==> src/rtl/wb_mem_arbiter_if.sv <==
// Bus bundle between two Wishbone masters, the arbiter and the SDRAM
// controller port. Signal suffixes are seen from the arbiter.
interface wb_mem_arbiter_if #(
  parameter int AW = 32,
  parameter int DW = 32
);
  // Master-side request fields, both masters packed side by side (master n at slice n)
  logic [1:0]          m_cyc_i;
  logic [1:0]          m_stb_i;
  logic [1:0]          m_we_i;
  logic [2*DW/8-1:0]   m_sel_i;
  logic [2*AW-1:0]     m_adr_i;
  logic [2*DW-1:0]     m_dat_i;
  logic [5:0]          m_cti_i;
  // Master-side responses
  logic [DW-1:0]       m_dat_o;
  logic [1:0]          m_ack_o;
  logic [1:0]          m_err_o;
  // Slave-side request fields toward the SDRAM controller
  logic                s_cyc_o;
  logic                s_stb_o;
  logic                s_we_o;
  logic [DW/8-1:0]     s_sel_o;
  logic [AW-1:0]       s_adr_o;
  logic [DW-1:0]       s_dat_o;
  logic [2:0]          s_cti_o;
  // Slave-side responses
  logic [DW-1:0]       s_dat_i;
  logic                s_ack_i;
  logic                s_err_i;
  // One-hot current owner
  logic [1:0]          grant_o;

  // The arbiter itself: slave to the two masters
  modport slave (
    input  m_cyc_i, m_stb_i, m_we_i, m_sel_i, m_adr_i, m_dat_i, m_cti_i,
    input  s_dat_i, s_ack_i, s_err_i,
    output m_dat_o, m_ack_o, m_err_o,
    output s_cyc_o, s_stb_o, s_we_o, s_sel_o, s_adr_o, s_dat_o, s_cti_o,
    output grant_o
  );

  // The surrounding system: drives master requests and slave responses
  modport master (
    output m_cyc_i, m_stb_i, m_we_i, m_sel_i, m_adr_i, m_dat_i, m_cti_i,
    output s_dat_i, s_ack_i, s_err_i,
    input  m_dat_o, m_ack_o, m_err_o,
    input  s_cyc_o, s_stb_o, s_we_o, s_sel_o, s_adr_o, s_dat_o, s_cti_o,
    input  grant_o
  );
endinterface

==> src/rtl/wb_mem_arbiter.sv <==
// Two-master round-robin Wishbone arbiter in front of one SDRAM controller
// port. Ownership is held for the whole cycle (no preemption), with one IDLE
// cycle between owners and a stalled-strobe watchdog that errors the owner.
module wb_mem_arbiter #(
  parameter int AW      = 32,
  parameter int DW      = 32,
  parameter int TIMEOUT = 255
) (
  input logic             wb_clk_o,
  input logic             async_rst,
  wb_mem_arbiter_if.slave bus
);

  localparam int SW = DW / 8;

  typedef enum logic [1:0] {
    IDLE = 2'd0,
    OWN0 = 2'd1,
    OWN1 = 2'd2
  } state_t;

  state_t     state;
  logic       last_owner;
  logic [7:0] tmo_cnt;
  logic       owner;
  logic       timeout;

  assign owner   = (state == OWN1);
  assign timeout = (state != IDLE) && (tmo_cnt == 8'(TIMEOUT));

  // Ownership FSM with registered one-hot grant; round-robin only on contention
  // NOTE: sequential state uses non-blocking (<=) so every flop samples pre-edge values.
  always_ff @(posedge wb_clk_o or posedge async_rst) begin
    if (async_rst) begin
      state       <= IDLE;
      last_owner  <= 1'b1;
      bus.grant_o <= 2'b00;
    end else begin
      case (state)
        IDLE: begin
          if (bus.m_cyc_i[0] && (!bus.m_cyc_i[1] || last_owner)) begin
            state       <= OWN0;
            bus.grant_o <= 2'b01;
          end else if (bus.m_cyc_i[1]) begin
            state       <= OWN1;
            bus.grant_o <= 2'b10;
          end
        end
        OWN0: begin
          if (!bus.m_cyc_i[0]) begin
            state       <= IDLE;
            last_owner  <= 1'b0;
            bus.grant_o <= 2'b00;
          end
        end
        OWN1: begin
          if (!bus.m_cyc_i[1]) begin
            state       <= IDLE;
            last_owner  <= 1'b1;
            bus.grant_o <= 2'b00;
          end
        end
        default: begin
          state       <= IDLE;
          bus.grant_o <= 2'b00;
        end
      endcase
    end
  end

  // Watchdog: count owned cycles where the strobe is out but the slave stays silent
  always_ff @(posedge wb_clk_o or posedge async_rst) begin
    if (async_rst) begin
      tmo_cnt <= 8'd0;
    end else if (state == IDLE || bus.s_ack_i || bus.s_err_i || timeout) begin
      tmo_cnt <= 8'd0;
    end else if (bus.s_stb_o) begin
      tmo_cnt <= tmo_cnt + 8'd1;
    end
  end

  // Combinational routing of the owner's request to the slave and the response back
  // NOTE: every output gets a default first so no path through the block infers a latch.
  always_comb begin
    bus.s_cyc_o = 1'b0;
    bus.s_stb_o = 1'b0;
    bus.s_we_o  = 1'b0;
    bus.s_sel_o = '0;
    bus.s_adr_o = '0;
    bus.s_dat_o = '0;
    bus.s_cti_o = 3'b000;
    bus.m_ack_o = 2'b00;
    bus.m_err_o = 2'b00;
    bus.m_dat_o = '0;
    if (state != IDLE) begin
      bus.s_cyc_o = owner ? bus.m_cyc_i[1] : bus.m_cyc_i[0];
      // A timed-out strobe is withdrawn so the slave stops working on it
      bus.s_stb_o = (owner ? bus.m_stb_i[1] : bus.m_stb_i[0]) & ~timeout;
      bus.s_we_o  = owner ? bus.m_we_i[1]  : bus.m_we_i[0];
      bus.s_sel_o = owner ? bus.m_sel_i[2*SW-1:SW] : bus.m_sel_i[SW-1:0];
      bus.s_adr_o = owner ? bus.m_adr_i[2*AW-1:AW] : bus.m_adr_i[AW-1:0];
      bus.s_dat_o = owner ? bus.m_dat_i[2*DW-1:DW] : bus.m_dat_i[DW-1:0];
      bus.s_cti_o = owner ? bus.m_cti_i[5:3] : bus.m_cti_i[2:0];
      // A late ack that lands on the timeout cycle wins over the timeout error
      bus.m_ack_o = owner ? {bus.s_ack_i, 1'b0} : {1'b0, bus.s_ack_i};
      bus.m_err_o = owner ? {bus.s_err_i | (timeout & ~bus.s_ack_i), 1'b0}
                          : {1'b0, bus.s_err_i | (timeout & ~bus.s_ack_i)};
      bus.m_dat_o = bus.s_dat_i;
    end
  end

endmodule

==> src/flat_wrapper.sv <==
// flat-port wrapper written by rule: the top's interface ports become plain ports
module wb_mem_arbiter_flat 
#(
  parameter int AW      = 32,
  parameter int DW      = 32,
  parameter int TIMEOUT = 255
)
  (wb_clk_o, async_rst, bus_m_cyc_i, bus_m_stb_i, bus_m_we_i, bus_m_sel_i, bus_m_adr_i, bus_m_dat_i, bus_m_cti_i, bus_s_dat_i, bus_s_ack_i, bus_s_err_i, bus_m_dat_o, bus_m_ack_o, bus_m_err_o, bus_s_cyc_o, bus_s_stb_o, bus_s_we_o, bus_s_sel_o, bus_s_adr_o, bus_s_dat_o, bus_s_cti_o, bus_grant_o);
  wb_mem_arbiter_if #(.AW(AW), .DW(DW)) bus_i ();
  input logic wb_clk_o;
  input logic async_rst;
  input wire logic [$bits(bus_i.m_cyc_i)-1:0] bus_m_cyc_i;
  input wire logic [$bits(bus_i.m_stb_i)-1:0] bus_m_stb_i;
  input wire logic [$bits(bus_i.m_we_i)-1:0] bus_m_we_i;
  input wire logic [$bits(bus_i.m_sel_i)-1:0] bus_m_sel_i;
  input wire logic [$bits(bus_i.m_adr_i)-1:0] bus_m_adr_i;
  input wire logic [$bits(bus_i.m_dat_i)-1:0] bus_m_dat_i;
  input wire logic [$bits(bus_i.m_cti_i)-1:0] bus_m_cti_i;
  input wire logic [$bits(bus_i.s_dat_i)-1:0] bus_s_dat_i;
  input wire logic [$bits(bus_i.s_ack_i)-1:0] bus_s_ack_i;
  input wire logic [$bits(bus_i.s_err_i)-1:0] bus_s_err_i;
  output wire logic [$bits(bus_i.m_dat_o)-1:0] bus_m_dat_o;
  output wire logic [$bits(bus_i.m_ack_o)-1:0] bus_m_ack_o;
  output wire logic [$bits(bus_i.m_err_o)-1:0] bus_m_err_o;
  output wire logic [$bits(bus_i.s_cyc_o)-1:0] bus_s_cyc_o;
  output wire logic [$bits(bus_i.s_stb_o)-1:0] bus_s_stb_o;
  output wire logic [$bits(bus_i.s_we_o)-1:0] bus_s_we_o;
  output wire logic [$bits(bus_i.s_sel_o)-1:0] bus_s_sel_o;
  output wire logic [$bits(bus_i.s_adr_o)-1:0] bus_s_adr_o;
  output wire logic [$bits(bus_i.s_dat_o)-1:0] bus_s_dat_o;
  output wire logic [$bits(bus_i.s_cti_o)-1:0] bus_s_cti_o;
  output wire logic [$bits(bus_i.grant_o)-1:0] bus_grant_o;
  assign bus_i.m_cyc_i = bus_m_cyc_i;
  assign bus_i.m_stb_i = bus_m_stb_i;
  assign bus_i.m_we_i = bus_m_we_i;
  assign bus_i.m_sel_i = bus_m_sel_i;
  assign bus_i.m_adr_i = bus_m_adr_i;
  assign bus_i.m_dat_i = bus_m_dat_i;
  assign bus_i.m_cti_i = bus_m_cti_i;
  assign bus_i.s_dat_i = bus_s_dat_i;
  assign bus_i.s_ack_i = bus_s_ack_i;
  assign bus_i.s_err_i = bus_s_err_i;
  assign bus_m_dat_o = bus_i.m_dat_o;
  assign bus_m_ack_o = bus_i.m_ack_o;
  assign bus_m_err_o = bus_i.m_err_o;
  assign bus_s_cyc_o = bus_i.s_cyc_o;
  assign bus_s_stb_o = bus_i.s_stb_o;
  assign bus_s_we_o = bus_i.s_we_o;
  assign bus_s_sel_o = bus_i.s_sel_o;
  assign bus_s_adr_o = bus_i.s_adr_o;
  assign bus_s_dat_o = bus_i.s_dat_o;
  assign bus_s_cti_o = bus_i.s_cti_o;
  assign bus_grant_o = bus_i.grant_o;
  wb_mem_arbiter #(.AW(AW), .DW(DW), .TIMEOUT(TIMEOUT)) u_core (.wb_clk_o(wb_clk_o), .async_rst(async_rst), .bus(bus_i));
endmodule
==> config.mk <==
export PLATFORM = sky130hd
export DESIGN_NAME = wb_mem_arbiter_flat
export DESIGN_NICKNAME = d
export VERILOG_FILES = /design/src/rtl/wb_mem_arbiter_if.sv /design/src/rtl/wb_mem_arbiter.sv /design/src/flat_wrapper.sv
export SDC_FILE = /design/constraint.sdc
export NUM_CORES = 1
export LEC_CHECK = 0
export CORE_AREA = 10 10 107 109
export DETAILED_ROUTE_END_ITERATION = 16
export DIE_AREA = 0 0 117 119
export GPL_TIMING_DRIVEN = 0
export PLACE_DENSITY_LB_ADDON = 0.25
export SYNTH_ARGS = -nofsm -noshare
export SYNTH_HDL_FRONTEND = slang
export SYNTH_SLANG_ARGS = --single-unit
==> constraint.sdc <==
create_clock -name wb_clk_o -period 1.69 [get_ports wb_clk_o]
set_input_delay 0.4225 -clock wb_clk_o [delete_from_list [all_inputs] [get_ports wb_clk_o]]
set_output_delay 0.4225 -clock wb_clk_o [all_outputs]
set_load 0.02 [all_outputs]
# == After elaboration in Yosys (flattened, before gate mapping) ==
# Cells that the tools add are included.
# word_totals
register_bits,11
inputBits,184
output_inout_bits,112
word_cells,57
# classes
n_addsub,1
n_eq_ne,6
n_mux,29
bitwise_logic,5
reduce_logical,13
# ops
cell,n
2-to-1 mux 32 bit,5
2-to-1 mux 2 bit,8
2-to-1 mux 8 bit,2
"adder 8 x 1 -> 8 bit, second input constant",1
"equality test 8 bit, second input constant",1
2-to-1 mux 1 bit,8
2-to-1 mux 4 bit,2
2-to-1 mux 3 bit,2
case mux 2 bit (3 select lines),1
AND reduction 3 bit,2
nonzero test 2 bit,3
logical OR 1 bit,4
"!= test 2 bit, second input constant",2
"!= test 3 x 2 -> 1 bit, second input constant",1
AND 1 bit,2
"equality test 2 x 1 -> 1 bit, second input constant",1
"equality test 2 bit, second input constant",1
logical AND 1 bit,2
zero test 2 bit,1
NOT 1 bit,2
case mux 1 bit (2 select lines),1
zero test 1 bit,1
OR 1 bit,1

# == Longest topological paths before layout ==
# Gate-level depths: netlist of the first run.
# logic_depth
ltp_word,7
depth_mapped,5
depth_no_buf,5

# == Worst setup path after synthesis of the first run ==
# Ideal clock, no wire load.
# synth_path
kind,register to output
startpoint,"register, netlist name u_core.bus.grant_o[0]"
endpoint,output bus_s_dat_o[10]
t_arrival_ps,1365
setup_slack_ps,-97
stages_incl_launch_ff,5
n_path_buf,3
path_cell_list,dfrtp_1 > buf_4 > buf_2 > clkbuf_1 > a22o_1
# synth_rtl
item,line,rtl
to (decl),flat_wrapper.sv:30,output wire logic [$bits(bus_i.s_dat_o)-1:0] bus_s_dat_o;

==> results.toml, run 1 <==
[die]
io_pins = 296
num_rows = 36
dieArea_sq_um = 13900
start_util = 0.171
die_h_um = 119
coreArea_sq_um = 9460
fp.dieW_um = 117

[synth]
yosys_warnings = 0
synth_cell_types = 29
async_reset_ff_frac = 1.00
syn_area_sq_um = 1610
seq_area_frac_synth = 0.171
synth_flop_cell = "dfrtp_1"
syn_inst = 191
synth_seq_cells = 11
synth_edf_count = 0
avgSynthCellArea_sq_um = 8.45
synth_fp_nets = 376

[cts]
clkTransAtPathRegs_ps = 50
clock-sinks = 11
root_buffer = "clkbuf_8"
numCtsBuffers = 3
h-tree-depth = 1
hold_buffers = 0
clk_path_buf_depth = 2
cts_tree = "built"
clk_latency_ps = 240

[setup_path]
cp_common_cell = "buf_8"
required_ps = 1270
end_kind = "output port"
cp.arrival_ps = 1580
cp_slowest_stage_delay_ps = 410
crit_chain = "buf_8, nor2b_4, buf_12, buf_8, a22o_1, buf_6"
worst_path_max_delay_cell = "dfrtp_2"
cp_max_fo = 9
crit_type = "reg2out"
start_kind = "flip-flop"

[grt]
met2_usage = 0.326
grt_first_pass_wirelength_um = 18800
antenna_found_initial = 0
use_met3 = 0.0648
grt_max_degree = 12
grt_most_used_layer = "met2"
overflow = 0
grt_usage = 0.170
grt_pass1_vias = 3077
grtUsageMet1 = 0.175

[route]
first_pass_iters = 4
ant_nets = 0
wl_per_cell_um = 21.2
vias_per_cell = 4.63
drt-initial-drc-count = 115
drt-total-wl_um = 13400
route.detailed.drc = 0
vias = 2919

[layout]
syn_to_final_growth_pct = 232
diodes = 0
layout.cells.non_filler = 631
drive_gt1_frac = 0.379
nets = 703

[sta]
rsz0062_at_grt = "true"
finClkSkew_ps = 5.96
worst_slack_ps = -310
fmax_mhz = 500
setup_violations = 109
slew_headroom = 0.708
period_share = 1.18
drv_slew = 0
period_needed_ps = 2000
worstMarginPinSlew_ps = 438
fin_tns_setup_ps = -23980
hold_viol_final = 0

[place]
io_buffer_count = 295
routabilityCongestion = 0.762
dpl_worst_slack_ps = -796
dp_hpwl_um = 11100
place_inst = 600

[status]
violations = "negative setup slack"
outcome = "complete, but fails checks"

[power]
power_leakage_nw = 2.36
ir_drop_v = 0.000545
power_mw = 4.31
power_density_nw_per_um2 = 803

[hold_path]
min_path_type = "in2async"

[job]
cap_violations = 0
==> critical path: cells and delay by family (launching register included) <==
kind	cells	cell delay (ps)
buf+inv	4	570
flops	1	410
compound gates	1	160
simple gates	1	190
==> power breakdown <==
part           switching (mW)  internal [mW]  leakage (nW)
combinational            1.68           2.04          2.19
sequential             0.0226          0.297         0.143
clock                   0.106          0.162        0.0255
total                    1.81           2.50          2.36
==> timing repair <==
| action | CTS | global route |
|---|---|---|
| gates resized for setup | 637 | 92 |
| gates cloned | 5 | 2 |
| endpoints found under the setup margin | 111 | 110 |
| pin swaps | 8 | 9 |
| setup buffers | 14 | 8 |
==> registers in the layout (all words and copies together), names as in the netlist <==
register / cells
u_core.bus.grant_o: 2
u_core.last_owner: 1
u_core.tmo_cnt: 8
==> synthesized netlist by cell type, drive strengths merged (2+ instances only) <==
cell type  count  area, sq um
o21a           3         22.5
clkbuf         8         30.0
nand2          6         30.0
inv            3         11.3
a22o          73          639
dfrtp         10          250
o21ai          2         10.0
nor2b         34          213
nand3          3         15.0
a211oi         3         37.5
buf           12         96.3
xnor2          6         52.6
a21oi          3         15.0
and2           3         18.8
nor2          13         58.8
==> cell type report <==
| cell class | instances | area (sq um) |
|---|---|---|
| flip-flops and latches | 11 | 280 |
| clock inverters | 1 | 5.00 |
| inverters | 3 | 11.3 |
| plain buffers | 20 | 233 |
| repair buffers | 322 | 3320 |
| well taps | 114 | 143 |
| fillers | 838 | 4090 |
| multi-input cells | 157 | 1330 |
| clock buffers | 3 | 41.3 |
==> logic make-up (layout without fill, tap and decap cells) <==
family                     count (synthesis)  count (layout)  share of synthesized area
AOI/OAI and AO/OA                         85              85                      0.453
and+or+nand+nor                           63              63                      0.238
buffers and inverters                     23             349                     0.0853
DFF                                       11              11                      0.171
xor gates and xnor gates                   7               7                     0.0380
adders and majority gates                  1               1                    0.00775
muxes                                      1               1                    0.00620
==> final timing paths <==
path | cells past startpoint | end | slack [ps] | startpoint
min in group wb_clk_o | 2 | u_core.last_owner$_DFFE_PP1P_ | 500 | u_core.last_owner$_DFFE_PP1P_
max in group asynchronous | 2 | u_core.last_owner$_DFFE_PP1P_ | 870 | async_rst
max | 6 | bus_s_dat_o[16] | -310 | u_core.bus.grant_o[0]$_DFFE_PP0P_
max reg2reg | 6 | u_core.tmo_cnt[7]$_DFFE_PP0P_ | 270 | u_core.bus.grant_o[0]$_DFFE_PP0P_
min | 2 | u_core.tmo_cnt[2]$_DFFE_PP0P_ | 480 | async_rst
min reg2reg | 2 | u_core.last_owner$_DFFE_PP1P_ | 500 | u_core.last_owner$_DFFE_PP1P_
==> metrics by stage <==
step | instance area [sq um] | hold WS, ps | util
floorplan | 1630 | 274 | -
detailed placement | 4720 | 500 | 0.499
finish | 5370 | 477 | 0.567
CTS | 5060 | 494 | 0.535
global placement | 4720 | 490 | 0.499
global route | 5370 | 529 | 0.567
==> layer usage <==
metal,vias to the layer above,wire length [um]
met1,1379,4550
li1,1380,-
met2,152,7220
met4,0,74
met3,8,1550
met5,-,0
==> layout by cell type, fill, tap and decap left out, types with 3 or more instances in the layout <==
cell,count
clkdlybuf4s50_1,184
buf_2,3
buf_12,4
dfrtp_1,7
buf_6,104
nor2_4,3
nor2b_4,13
buf_4,30
nor2b_1,19
a211oi_2,3
inv_1,3
nand2_1,3
a22o_1,73
clkbuf_8,3
buf_8,9
a21oi_1,3
dfrtp_2,3
xnor2_1,6
nand3_1,3
nor2_1,9
(Power assumes the default switching activity.)
==> run 2: changes to the inputs <==
Settings changed: SLEW_MARGIN set to 10, TNS_END_PERCENT set to 100.
==> results of run 2 <==
No change in the layout: final DEF, timing and power equal those of run 1.
==> run 3: changes to the inputs <==
Settings changed: CORE_AREA 10 10 107 109 to 2 2 115 117, PLACE_DENSITY_LB_ADDON 0.25 to unset.
==> run 3 against run 2 <==
  * The flow still finishes with violations (negative setup slack)
  * Via count is 0.24% lower
  * First-iteration DRC count is 30% lower
  * Combinational power about the same
  * Global-route usage down 2.6 points
  * Hold slack better by 14 ps
  * Clock power increased by 59%
  * Final area is 3.1% higher
  * Largest cell class unchanged
==> results.toml, run 3 (same netlist as run 1, synthesis figures left out) <==
[status]
outcome = "complete, but fails checks"
violations = "negative setup slack"

[sta]
worstMarginPinSlew_ps = 439
slew_headroom = 0.707
fin_tns_setup_ps = -26360
fmax_mhz = 493
period_share = 1.20
drv_slew = 0
rsz0062_at_grt = "true"
worst_slack_ps = -338
hold_viol_final = 0
finClkSkew_ps = 3.20
period_needed_ps = 2030
setup_violations = 110

[layout]
regMostFlops = "u_core.tmo_cnt"
reg.largest.list = "u_core.tmo_cnt x8, u_core.bus.grant_o x2, u_core.last_owner x1"
nets = 714
drive_gt1_frac = 0.383
final_common_cell = "clkdlybuf4s50_1"
syn_to_final_growth_pct = 243
filler_cell_count = 1257
diodes = 0
largest_register_ffs = 8
layout_common_cells = "clkdlybuf4s50_1, buf_6, a22o_1, buf_4, nor2b_1"

[grt]
use_met3 = 0.0341
overflow = 0
met2_usage = 0.276
grt_most_used_layer = "met2"
grt_pass1_vias = 2893
grt_first_pass_wirelength_um = 15700
grtUsageMet1 = 0.161
antenna_found_initial = 0
grt_max_degree = 12
grt_usage = 0.144

[power]
power_frac_comb = 0.832
power_density_nw_per_um2 = 808
p_clk_frac = 0.095
internal_power_mw = 2.69
p_sw_frac = 0.398
p_switching_mw = 1.78
power_leakage_nw = 2.42
seq_power_share = 0.073
ir_drop_v = 0.000406

[setup_path]
end_kind = "output port"
cp_max_fo = 8
required_ps = 1270
cp.arrival_ps = 1610
r2r_cells = 6
start_kind = "flip-flop"
crit_type = "reg2out"

[die]
start_util = 0.125
coreArea_sq_um = 12900
io_pins = 296
num_rows = 42
fp.dieW_um = 117
die_h_um = 119
dieArea_sq_um = 13900

[cts]
numCtsBuffers = 3
clock-sinks = 11
clkTransAtPathRegs_ps = 40
clk_path_buf_depth = 2
cts_tree = "built"
hold_buffers = 0
h-tree-depth = 1
clk_latency_ps = 230
root_buffer = "clkbuf_16"

[place]
dp_hpwl_um = 9090
io_buffer_count = 295
dpl_worst_slack_ps = -811
routabilityCongestion = 0.816

[route]
first_pass_iters = 4
drt-total-wl_um = 11800
drt-initial-drc-count = 80
vias = 2912
ant_nets = 0
route.detailed.drc = 0
vias_per_cell = 4.14
wl_per_cell_um = 16.8

[job]
cap_violations = 0

[hold_path]
min_path_type = "in2async"
## run 3: cell count changes in the layout (fill, tap and decap cells not counted), moves of 5 or more
cell       change
nor2b_1        +7
clkbuf_2       +8
nor2b_4        -9
buf_2          +5
clkbuf_16      +9
buf_4         +13
buf_6         -20
## run 3: layout make-up
cell class	count	area [sq um]	share of cell area
timing repair buffer	334	3410	0.617
multi-input combinational	157	1280	0.232
tap	176	220	0.0398
sequential	11	282	0.0509
inverter	3	11.3	0.00204
buffer	19	245	0.0443
clock buffer	4	78.8	0.0143
## run 3: worst max-delay path: stages, from the launching register on
cell and delay [ps]:
dfrtp_2 410, buf_12 150, nor2b_4 110, buf_6 140, clkbuf_16 150, clkbuf_16 130
a22o_1 150, buf_6 120
## run 3: metrics by stage
| stage | hold slack [ps] | total power, mW | cell area (sq um) | util | cells |
|---|---|---|---|---|---|
| after floorplan | 274 | 1.75 | 1630 | - | 191 |
| after global placement | 486 | 3.31 | 4800 | 0.373 | 662 |
| after detailed placement | 520 | 3.32 | 4800 | 0.373 | 662 |
| after CTS | 512 | 3.96 | 5070 | 0.394 | 685 |
| after global routing | 548 | 4.69 | 5530 | 0.430 | 704 |
| final | 491 | 4.47 | 5530 | 0.430 | 704 |
## run 3: final timing paths
check,slack [ps],to,from
min in group wb_clk_o,510,u_core.last_owner$_DFFE_PP1P_,u_core.last_owner$_DFFE_PP1P_
max in group asynchronous,860,u_core.last_owner$_DFFE_PP1P_,async_rst
worst min register to register,510,u_core.last_owner$_DFFE_PP1P_,u_core.last_owner$_DFFE_PP1P_
worst max register to register,240,u_core.tmo_cnt[5]$_DFFE_PP0P_,u_core.bus.grant_o[0]$_DFFE_PP0P_
worst min-delay path,490,u_core.tmo_cnt[7]$_DFFE_PP0P_,async_rst
worst max-delay path,-340,bus_s_dat_o[18],u_core.bus.grant_o[0]$_DFFE_PP0P_
## run 3: per-layer routing
layer	wire length, um	vias up
met5	0	-
met4	104	0
met3	983	6
met2	6300	129
met1	4420	1377
li1	-	1400
## run 3: timing repair
action / CTS / global route
setup buffers: 17 / 15
setup endpoints to repair: 112 / 110
resized for setup: 530 / 148
gates cloned: 2 / 8
pin swaps: 7 / 50
hold endpoints to repair: 0 / 0
## run 3: power by group through the flow
stage          clock (mW)  sequential, mW  combinational (mW)
5_1_grt             0.457           0.329                3.91
3_5_place_dp            0           0.332                2.99
6_report            0.426           0.324                3.72
4_1_cts             0.437           0.325                3.20
3_3_place_gp            0           0.329                2.98
2_1_floorplan           0           0.333                1.42
